### config.mk
export PLATFORM = sky130hd
export DESIGN_NAME = sync_fifo_fwft_flat
export DESIGN_NICKNAME = d
export VERILOG_FILES = /design/src/rtl/sync_fifo_fwft_if.sv /design/src/rtl/sync_fifo_fwft.sv /design/src/flat_wrapper.sv
export SDC_FILE = /design/constraint.sdc
export NUM_CORES = 2
export LEC_CHECK = 0
export CAP_MARGIN = 40
export CORE_AREA = 2 2 412 414
export CTS_CLUSTER_SIZE = 10
export DETAILED_ROUTE_END_ITERATION = 16
export DIE_AREA = 0 0 414 416
export GPL_ROUTABILITY_DRIVEN = 0
export SYNTH_ARGS = -nofsm -noshare
export SYNTH_HDL_FRONTEND = slang
export SYNTH_SLANG_ARGS = --single-unit
export TNS_END_PERCENT = 10
### constraint.sdc
create_clock -name clk -period 6 [get_ports clk]
set_input_delay 0.9 -clock clk [delete_from_list [all_inputs] [get_ports clk]]
set_output_delay 0.9 -clock clk [all_outputs]
set_load 0.01 [all_outputs]
### src/rtl/sync_fifo_fwft_if.sv
// sync_fifo_fwft_if: FIFO write/read/flush handshake bundle shared by the FIFO and its user.
// overflow/underflow exist only when SYNC_FIFO_ERR_FLAGS_EN is defined.
interface sync_fifo_fwft_if #(
  parameter int DATA_WIDTH  = 8,
  parameter int DEPTH_WIDTH = 8
);
  logic                  flush;
  logic [DATA_WIDTH-1:0] wdata;
  logic                  write;
  logic                  wfull;
  logic                  walmost_full;
  logic                  read;
  logic [DATA_WIDTH-1:0] rdata;
  logic                  rempty;
  logic                  ralmost_empty;
  logic [DEPTH_WIDTH:0]  level;
`ifdef SYNC_FIFO_ERR_FLAGS_EN
  logic                  overflow;
  logic                  underflow;
  modport slave (
    input  flush, wdata, write, read,
    output wfull, walmost_full, rdata, rempty, ralmost_empty, level, overflow, underflow
  );
  modport master (
    output flush, wdata, write, read,
    input  wfull, walmost_full, rdata, rempty, ralmost_empty, level, overflow, underflow
  );
`else
  modport slave (
    input  flush, wdata, write, read,
    output wfull, walmost_full, rdata, rempty, ralmost_empty, level
  );
  modport master (
    output flush, wdata, write, read,
    input  wfull, walmost_full, rdata, rempty, ralmost_empty, level
  );
`endif
endinterface

### src/rtl/sync_fifo_fwft.sv
// sync_fifo_fwft: single-clock FIFO with standard or first-word-fall-through read, level and almost flags.
// Define SYNC_FIFO_ERR_FLAGS_EN to add sticky overflow/underflow outputs.
module sync_fifo_fwft #(
  parameter int DATA_WIDTH             = 8,
  parameter int DEPTH_WIDTH            = 8,
  parameter int ALMOST_FULL_THRESHOLD  = 255,
  parameter int ALMOST_EMPTY_THRESHOLD = 0,
  parameter int FWFT                   = 0
) (
  input logic             clk,
  input logic             rst_n,
  sync_fifo_fwft_if.slave bus
);
  localparam logic [DEPTH_WIDTH:0] DEPTH = {1'b1, {DEPTH_WIDTH{1'b0}}};
  localparam logic [DEPTH_WIDTH:0] AF_TH = ALMOST_FULL_THRESHOLD[DEPTH_WIDTH:0];
  localparam logic [DEPTH_WIDTH:0] AE_TH = ALMOST_EMPTY_THRESHOLD[DEPTH_WIDTH:0];
  logic [DATA_WIDTH-1:0] r_mem [0:(1<<DEPTH_WIDTH)-1];
  logic [DEPTH_WIDTH:0]  r_wptr, r_rptr, r_level;
  logic [DATA_WIDTH-1:0] r_rdata;
  logic                  r_rempty, r_wfull, r_afull, r_aempty;
  logic                  w_wr, w_rd, w_ram_ne, w_load, w_rempty_nxt;
  logic [DEPTH_WIDTH:0]  w_level_nxt;
  assign w_wr     = bus.write & ~r_wfull & ~bus.flush;
  assign w_rd     = bus.read & ~r_rempty & ~bus.flush;
  assign w_ram_ne = r_wptr != r_rptr;
  // In FWFT mode the registered RAM read is the head register: refill it whenever it is free or being popped.
  assign w_load = (FWFT != 0) ? w_ram_ne & (r_rempty | w_rd) : w_rd;
  assign w_level_nxt = (w_wr & ~w_rd) ? r_level + 1'b1 :
                       (w_rd & ~w_wr) ? r_level - 1'b1 : r_level;
  assign w_rempty_nxt = (FWFT != 0) ? ~w_load & (r_rempty | w_rd) : (w_level_nxt == '0);
  always_ff @(posedge clk)
    if (w_wr) r_mem[r_wptr[DEPTH_WIDTH-1:0]] <= bus.wdata;
  always_ff @(posedge clk or negedge rst_n)
    if (!rst_n) begin
      r_wptr   <= '0;
      r_rptr   <= '0;
      r_level  <= '0;
      r_rdata  <= '0;
      r_rempty <= 1'b1;
      r_aempty <= 1'b1;
      r_wfull  <= 1'b0;
      r_afull  <= 1'b0;
    end else if (bus.flush) begin
      r_wptr   <= '0;
      r_rptr   <= '0;
      r_level  <= '0;
      r_rdata  <= '0;
      r_rempty <= 1'b1;
      r_aempty <= 1'b1;
      r_wfull  <= 1'b0;
      r_afull  <= 1'b0;
    end else begin
      if (w_wr) r_wptr <= r_wptr + 1'b1;
      if (w_load) r_rptr <= r_rptr + 1'b1;
      if (w_load) r_rdata <= r_mem[r_rptr[DEPTH_WIDTH-1:0]];
      r_level  <= w_level_nxt;
      r_rempty <= w_rempty_nxt;
      r_aempty <= w_level_nxt <= AE_TH;
      r_wfull  <= w_level_nxt == DEPTH;
      r_afull  <= w_level_nxt > AF_TH;
    end
  assign bus.rdata         = r_rdata;
  assign bus.rempty        = r_rempty;
  assign bus.ralmost_empty = r_aempty;
  assign bus.wfull         = r_wfull;
  assign bus.walmost_full  = r_afull;
  assign bus.level         = r_level;
`ifdef SYNC_FIFO_ERR_FLAGS_EN
  logic r_overflow, r_underflow;
  always_ff @(posedge clk or negedge rst_n)
    if (!rst_n) begin
      r_overflow  <= 1'b0;
      r_underflow <= 1'b0;
    end else if (bus.flush) begin
      r_overflow  <= 1'b0;
      r_underflow <= 1'b0;
    end else begin
      r_overflow  <= r_overflow | (bus.write & r_wfull);
      r_underflow <= r_underflow | (bus.read & r_rempty);
    end
  assign bus.overflow  = r_overflow;
  assign bus.underflow = r_underflow;
`endif
endmodule
### src/flat_wrapper.sv
// flat-port wrapper written by rule: the top's interface ports become plain ports
module sync_fifo_fwft_flat 
#(
  parameter int DATA_WIDTH             = 8,
  parameter int DEPTH_WIDTH            = 8,
  parameter int ALMOST_FULL_THRESHOLD  = 255,
  parameter int ALMOST_EMPTY_THRESHOLD = 0,
  parameter int FWFT                   = 0
)
  (clk, rst_n, bus_flush, bus_wdata, bus_write, bus_read, bus_wfull, bus_walmost_full, bus_rdata, bus_rempty, bus_ralmost_empty, bus_level);
  sync_fifo_fwft_if #(.DATA_WIDTH(DATA_WIDTH), .DEPTH_WIDTH(DEPTH_WIDTH)) bus_i ();
  input logic clk;
  input logic rst_n;
  input wire logic [$bits(bus_i.flush)-1:0] bus_flush;
  input wire logic [$bits(bus_i.wdata)-1:0] bus_wdata;
  input wire logic [$bits(bus_i.write)-1:0] bus_write;
  input wire logic [$bits(bus_i.read)-1:0] bus_read;
  output wire logic [$bits(bus_i.wfull)-1:0] bus_wfull;
  output wire logic [$bits(bus_i.walmost_full)-1:0] bus_walmost_full;
  output wire logic [$bits(bus_i.rdata)-1:0] bus_rdata;
  output wire logic [$bits(bus_i.rempty)-1:0] bus_rempty;
  output wire logic [$bits(bus_i.ralmost_empty)-1:0] bus_ralmost_empty;
  output wire logic [$bits(bus_i.level)-1:0] bus_level;
  assign bus_i.flush = bus_flush;
  assign bus_i.wdata = bus_wdata;
  assign bus_i.write = bus_write;
  assign bus_i.read = bus_read;
  assign bus_wfull = bus_i.wfull;
  assign bus_walmost_full = bus_i.walmost_full;
  assign bus_rdata = bus_i.rdata;
  assign bus_rempty = bus_i.rempty;
  assign bus_ralmost_empty = bus_i.ralmost_empty;
  assign bus_level = bus_i.level;
  sync_fifo_fwft #(.DATA_WIDTH(DATA_WIDTH), .DEPTH_WIDTH(DEPTH_WIDTH), .ALMOST_FULL_THRESHOLD(ALMOST_FULL_THRESHOLD), .ALMOST_EMPTY_THRESHOLD(ALMOST_EMPTY_THRESHOLD), .FWFT(FWFT)) u_core (.clk(clk), .rst_n(rst_n), .bus(bus_i));
endmodule
# Word level (Yosys, flattened, before mapping)
# Memories as Yosys holds them, arrays and structs flattened.
# Cells that the tools add are included.
# op_classes
n_addsub	4
magnitude_cmp	2
n_eq_ne	1
muxes	15
n_bitwise	11
reduce_logical	3
# op_table
cell	n
2-to-1 mux 9 bit	7
adder 9 x 1 -> 9 bit, second input constant	3
2-to-1 mux 8 bit	2
equality test 9 bit, second input constant	1
> comparator 9 x 8 -> 1 bit, second input constant	1
<= comparator 9 x 1 -> 1 bit, second input constant	1
zero test 9 bit	1
subtractor 9 x 1 -> 9 bit, second input constant	1
bitwise AND 1 bit	6
2-to-1 mux 1 bit	6
NOT 1 bit	5
nonzero test 2 bit	2
# word_totals
regBits	39
ram_bits	2048
inputBits	13
out_inout_bits	21
elab_cells	45
n_memories	1
# memory_table
memory	depth	width	rd	rd_clocked_by_memory_dff	write_ports	line	rtl
u_core.r_mem	256	8	1	0	1	sync_fifo_fwft.sv:17	logic [DATA_WIDTH-1:0] r_mem [0:(1<<DEPTH_WIDTH)-1];

# Logic depth before layout (Yosys ltp)
# logic_depth
ltp_word	9
depth_mapped	13

# Worst setup path before layout
# No wires, ideal clock.
# synth_path
path_kind	input -> register
start	input port bus_write
end	memory u_core.r_mem[234][0], enable pin
setup_ps	370
arrival_time_ps	2518
required_ps	5630
setup_slack_ps	3111
path_stages	7
n_path_buf	3
cell_sequence	nand2b_1 clkbuf_1 clkbuf_1 nor2_1 nand3_1 clkbuf_1 nor2_1
# synth_via
elab_chain_len	4
# synth_rtl
element	line	rtl
start, declared	flat_wrapper.sv:16	input wire logic [$bits(bus_i.write)-1:0] bus_write;
bitwise AND 1 bit (2 in series)	sync_fifo_fwft.sv:23	assign w_wr = bus.write & ~r_wfull & ~bus.flush;
2-to-1 mux 1 bit	sync_fifo_fwft.sv:32	if (w_wr) r_mem[r_wptr[DEPTH_WIDTH-1:0]] <= bus.wdata;
2-to-1 mux 1 bit (implied by the code)	sync_fifo_fwft.sv:32	
end, declared	sync_fifo_fwft.sv:17	
# Every way passes these cells.

# Worst setup path in the final report
# layout_path
start	register u_core.r_rptr[1]
end	register u_core.r_rdata[1] (netlist: u_core.bus.rdata[1])
# layout_via
elab_chain_len	3
# layout_rtl
element	line	rtl
start, declared	sync_fifo_fwft.sv:18	logic [DEPTH_WIDTH:0] r_wptr, r_rptr, r_level;
start signal, assigned	sync_fifo_fwft.sv:54	if (w_load) r_rptr <= r_rptr + 1'b1;
memory (256 x 8 bit)	-	
2-to-1 mux 8 bit	sync_fifo_fwft.sv:55	if (w_load) r_rdata <= r_mem[r_rptr[DEPTH_WIDTH-1:0]];
2-to-1 mux 8 bit	sync_fifo_fwft.sv:43	end else if (bus.flush) begin
end signal, assigned	sync_fifo_fwft.sv:55	
end, declared	sync_fifo_fwft.sv:19	logic [DATA_WIDTH-1:0] r_rdata;
# Every way passes these cells. The select of a mux whose other input is x is not followed.
# A chain may end at the register's enable or synchronous reset.

==> reports/results.tsv <==
stage	metric	value	unit
run_status	outcome	complete, no violations	
clocking	cts_made_buffers	230	
floorplan	die_w	414	µm
critical_path	crit_slowest_cell	dfrtp_4	
synthesis	synth_top_family_by_area	multiplexers	
layout	utilization	54.5	%
drt	antenna_left	0	
critical_path	reg2reg_from	u_core.r_rptr[1]	
drt	dr.pass1.iters	5	
floorplan	die_area	172000	µm²
clocking	clk_latency	0.87	ns
drt	drt-vias-per-instance	6.28	
critical_path	crit_type	reg -> reg	
synthesis	syn_inst	4079	
floorplan	die_h	416	µm
floorplan	core_area	168000	µm²
sta	worst_pin_slew	1.44	ns
critical_path	startpoint_type	flip-flop	
layout	drive_above_1_share	20.4	%
floorplan	placement_rows	151	
synthesis	synth_xor_area_share	0.225	%
synthesis	synth_seq_cells	2084	
layout	final_nets	4273	
sta	fin_skew	0.0481	ns
placed_design	place_area	85200	µm²
sta	period_needed	4.24	ns
hold_path	hp-start	bus_wdata[5]	
drt	route.vias.total	41300	
clocking	cts_tree	yes	
clocking	cts_setup_buffers	0	
drt	drtIter0Drc	5333	
clocking	ctsHtreeMaxLevel	4	
placed_design	port-buffer-count	33	
hold_path	hold_class	in -> reg	
drt	drt-total-wl	216000	µm
global_route	antenna_found_initial	4	
synthesis	synth_fa_ha_area_share	0.107	%
sta	slew-limit-headroom	4.23	%
power_and_ir_drop	p_leak	0.0277	µW
sta	setup_viol	0	
sta	tns	0	ns
synthesis	synthMuxAreaShare	14.6	%
sta	rsz0062_at_grt	no	
synthesis	synthSimpleGateAreaFrac	3.45	%
power_and_ir_drop	p_per_area	344	nW/µm²
synthesis	synth.distinct_cells	75	
sta	max_freq	236	MHz
synthesis	ys_seq_area_share	76.3	%
synthesis	ys_async_sr_fraction	1.73	%
synthesis	ys_warn_count	0	
critical_path	crit_start	u_core.r_rptr[1]	
sta	slew_violations	0	
floorplan	ios	34	
clocking	clkSinkCount	2084	
drt	wire_per_inst	32.8	µm
synthesis	syn_nets	4099	
critical_path	slowest_delay	0.96	ns
critical_path	crit_required	6.70	ns
placed_design	hpwl	134000	µm
synthesis	syn_area_per_cell	20.0	µm²
synthesis	synth_compound_gate_area_share	3.27	%
synthesis	synth_enable_flop_cells	2048	
power_and_ir_drop	vdd_ir_drop_max	337	µV
global_route	grt_use_total	24.9	%
global_route	grt_max_degree	204	
synthesis	synth_area_leader_cell	edfxtp_1	
global_route	overflow	0	
critical_path	crit_path_end_kind	flip-flop	
sta	hold_viol	0	
synthesis	synth_ff_type	edfxtp_1	
critical_path	crit_fanout	109	
sta	post-route-period-util	70.6	%
sta	fin_hold_ws	0.464	ns
synthesis	synthTopCellsByArea	edfxtp_1, mux4_2, mux2i_1	
floorplan	initial_core_util	48.6	%
global_route	grt_pass1_wl	307000	µm
job	cap_violations	0	
layout	syn_to_final_growth	12.2	%
drt	drcViolationCount	0	
global_route	grt_pass1_vias	41100	
clocking	cts_root_buffer	clkbuf_16	
synthesis	syn_area	81700	µm²
layout	final_area	91700	µm²
synthesis	yosysTopAreaCellShare	75.2	%
clocking	cts_buffer_depth	3	
critical_path	crit_chain	buf_12, nor2b_2, a22oi_1, a311oi_1, o21ai_0, nor4_1, o41ai_1	
critical_path	worstPathArrival	4.94	ns
clocking	clkTransAtPathRegs	0.05	ns
## timing repair
action                                  4_1_cts  5_1_grt
endpoints found under the hold margin        10        0
hold buffers                                  1        0
resized for setup                             0        0
endpoints found under the setup margin        0        0
## logic make-up (layout without fill, tap and decap cells)
kind of cell | Yosys count | after routing
other cells | 0 | 3
compound gates | 390 | 390
mux | 662 | 662
xor+xnor | 21 | 21
simple gates | 653 | 653
buf+inv | 262 | 540
fa+ha+maj | 7 | 7
flops | 2084 | 2084
## worst max-delay path, delay by kind of cell (launching register included)
kind / cells / cell delay (ns)
AND/OR/NAND/NOR: 2 / 1.31
buffers and inverters: 1 / 0.62
AO/OA/AOI/OAI: 4 / 1.13
flip-flops: 1 / 0.96
## state kept, by name (all words and copies together) (netlist names)
| signal | count |
|---|---|
| u_core.bus.walmost_full | 1 |
| u_core.r_wptr | 8 |
| u_core.bus.wfull | 1 |
| u_core.r_mem | 2048 |
| u_core.bus.ralmost_empty | 1 |
| u_core.bus.level | 9 |
| u_core.r_rptr | 8 |
| u_core.bus.rdata | 8 |
## layout by cell type, fill, tap and decap left out, types with 7 or more instances in the layout
cell,count
and3_1,8
and2_1,7
mux4_2,421
ha_1,7
nand3_2,9
xor2_1,8
buf_8,14
buf_16,14
buf_4,110
o21ai_0,39
o22ai_1,66
nor3_1,31
nor2b_1,16
clkbuf_1,82
clkbuf_8,7
a31oi_1,26
a22oi_1,54
clkbuf_16,232
dfrtp_1,30
a2111oi_0,7
o31ai_1,8
o21ai_1,7
mux2i_1,230
nor2_1,325
nand2b_1,8
buf_12,23
inv_1,8
clkdlybuf4s50_1,23
edfxtp_1,2048
mux2_2,7
nor4_1,19
or3_1,11
nand2_1,153
a21oi_1,63
o221ai_1,42
a211oi_1,27
nand3_1,30
xnor2_1,13
## synthesized netlist by cell type, drive strengths merged (42+ instances only)
cell and count:
mux4 425, a22oi 54, edfxtp 2048, a21oi 63, buf 135, mux2i 230, o21ai 46, nor2 326
clkbuf 117, o22ai 66, o221ai 42, nand2 154
## power breakdown
part | leakage (µW) | switching [µW] | internal [µW]
clock network | 0.00311 | 5420 | 7100
logic | 0.00571 | 1630 | 1350
registers | 0.0189 | 77.7 | 16000
## final timing paths
check                      slack [ns]  cells after the start                        to
max in group asynchronous        4.82                      3  u_core.bus.ralmost_empty
min reg2reg                      0.59                      2          u_core.r_wptr[1]
min in group asynchronous        0.58                      2          u_core.r_rptr[6]
min                              0.46                      1       u_core.r_mem[27][5]
max reg2reg                      1.76                      7       u_core.bus.rdata[1]
max                              1.76                      7       u_core.bus.rdata[1]
## area by class of cell
| type | instances | area (µm²) |
|---|---|---|
| multi-input cells | 1733 | 17800 |
| clock inverters | 17 | 264 |
| clock buffers | 319 | 6180 |
| repair buffers | 194 | 2200 |
| well taps | 2218 | 2780 |
| diodes | 3 | 7.51 |
| fillers | 12800 | 76400 |
| inverters | 10 | 40.0 |
| flip-flops and latches | 2084 | 62400 |
## per-layer routing
layer | GRT usage [%] | vias to the layer above | routed length (µm)
met5 | 0 | - | 0
met3 | 5.17 | 343 | 17100
met2 | 39.2 | 1912 | 102000
met4 | 8.50 | 0 | 7680
li1 | - | 17100 | -
met1 | 35.1 | 22000 | 88600
## through the flow
step | power (µW) | cells | worst slack, ns
2_1_floorplan | 18500 | 4079 | 3.11
3_3_place_gp | 19400 | 6160 | 1.20
3_5_place_dp | 19400 | 6235 | 1.42
4_1_cts | 31800 | 6572 | 1.74
5_1_grt | 32500 | 6576 | 1.64
6_report | 31600 | 6578 | 1.76
Note: power is estimated with default switching activity, not from simulation.
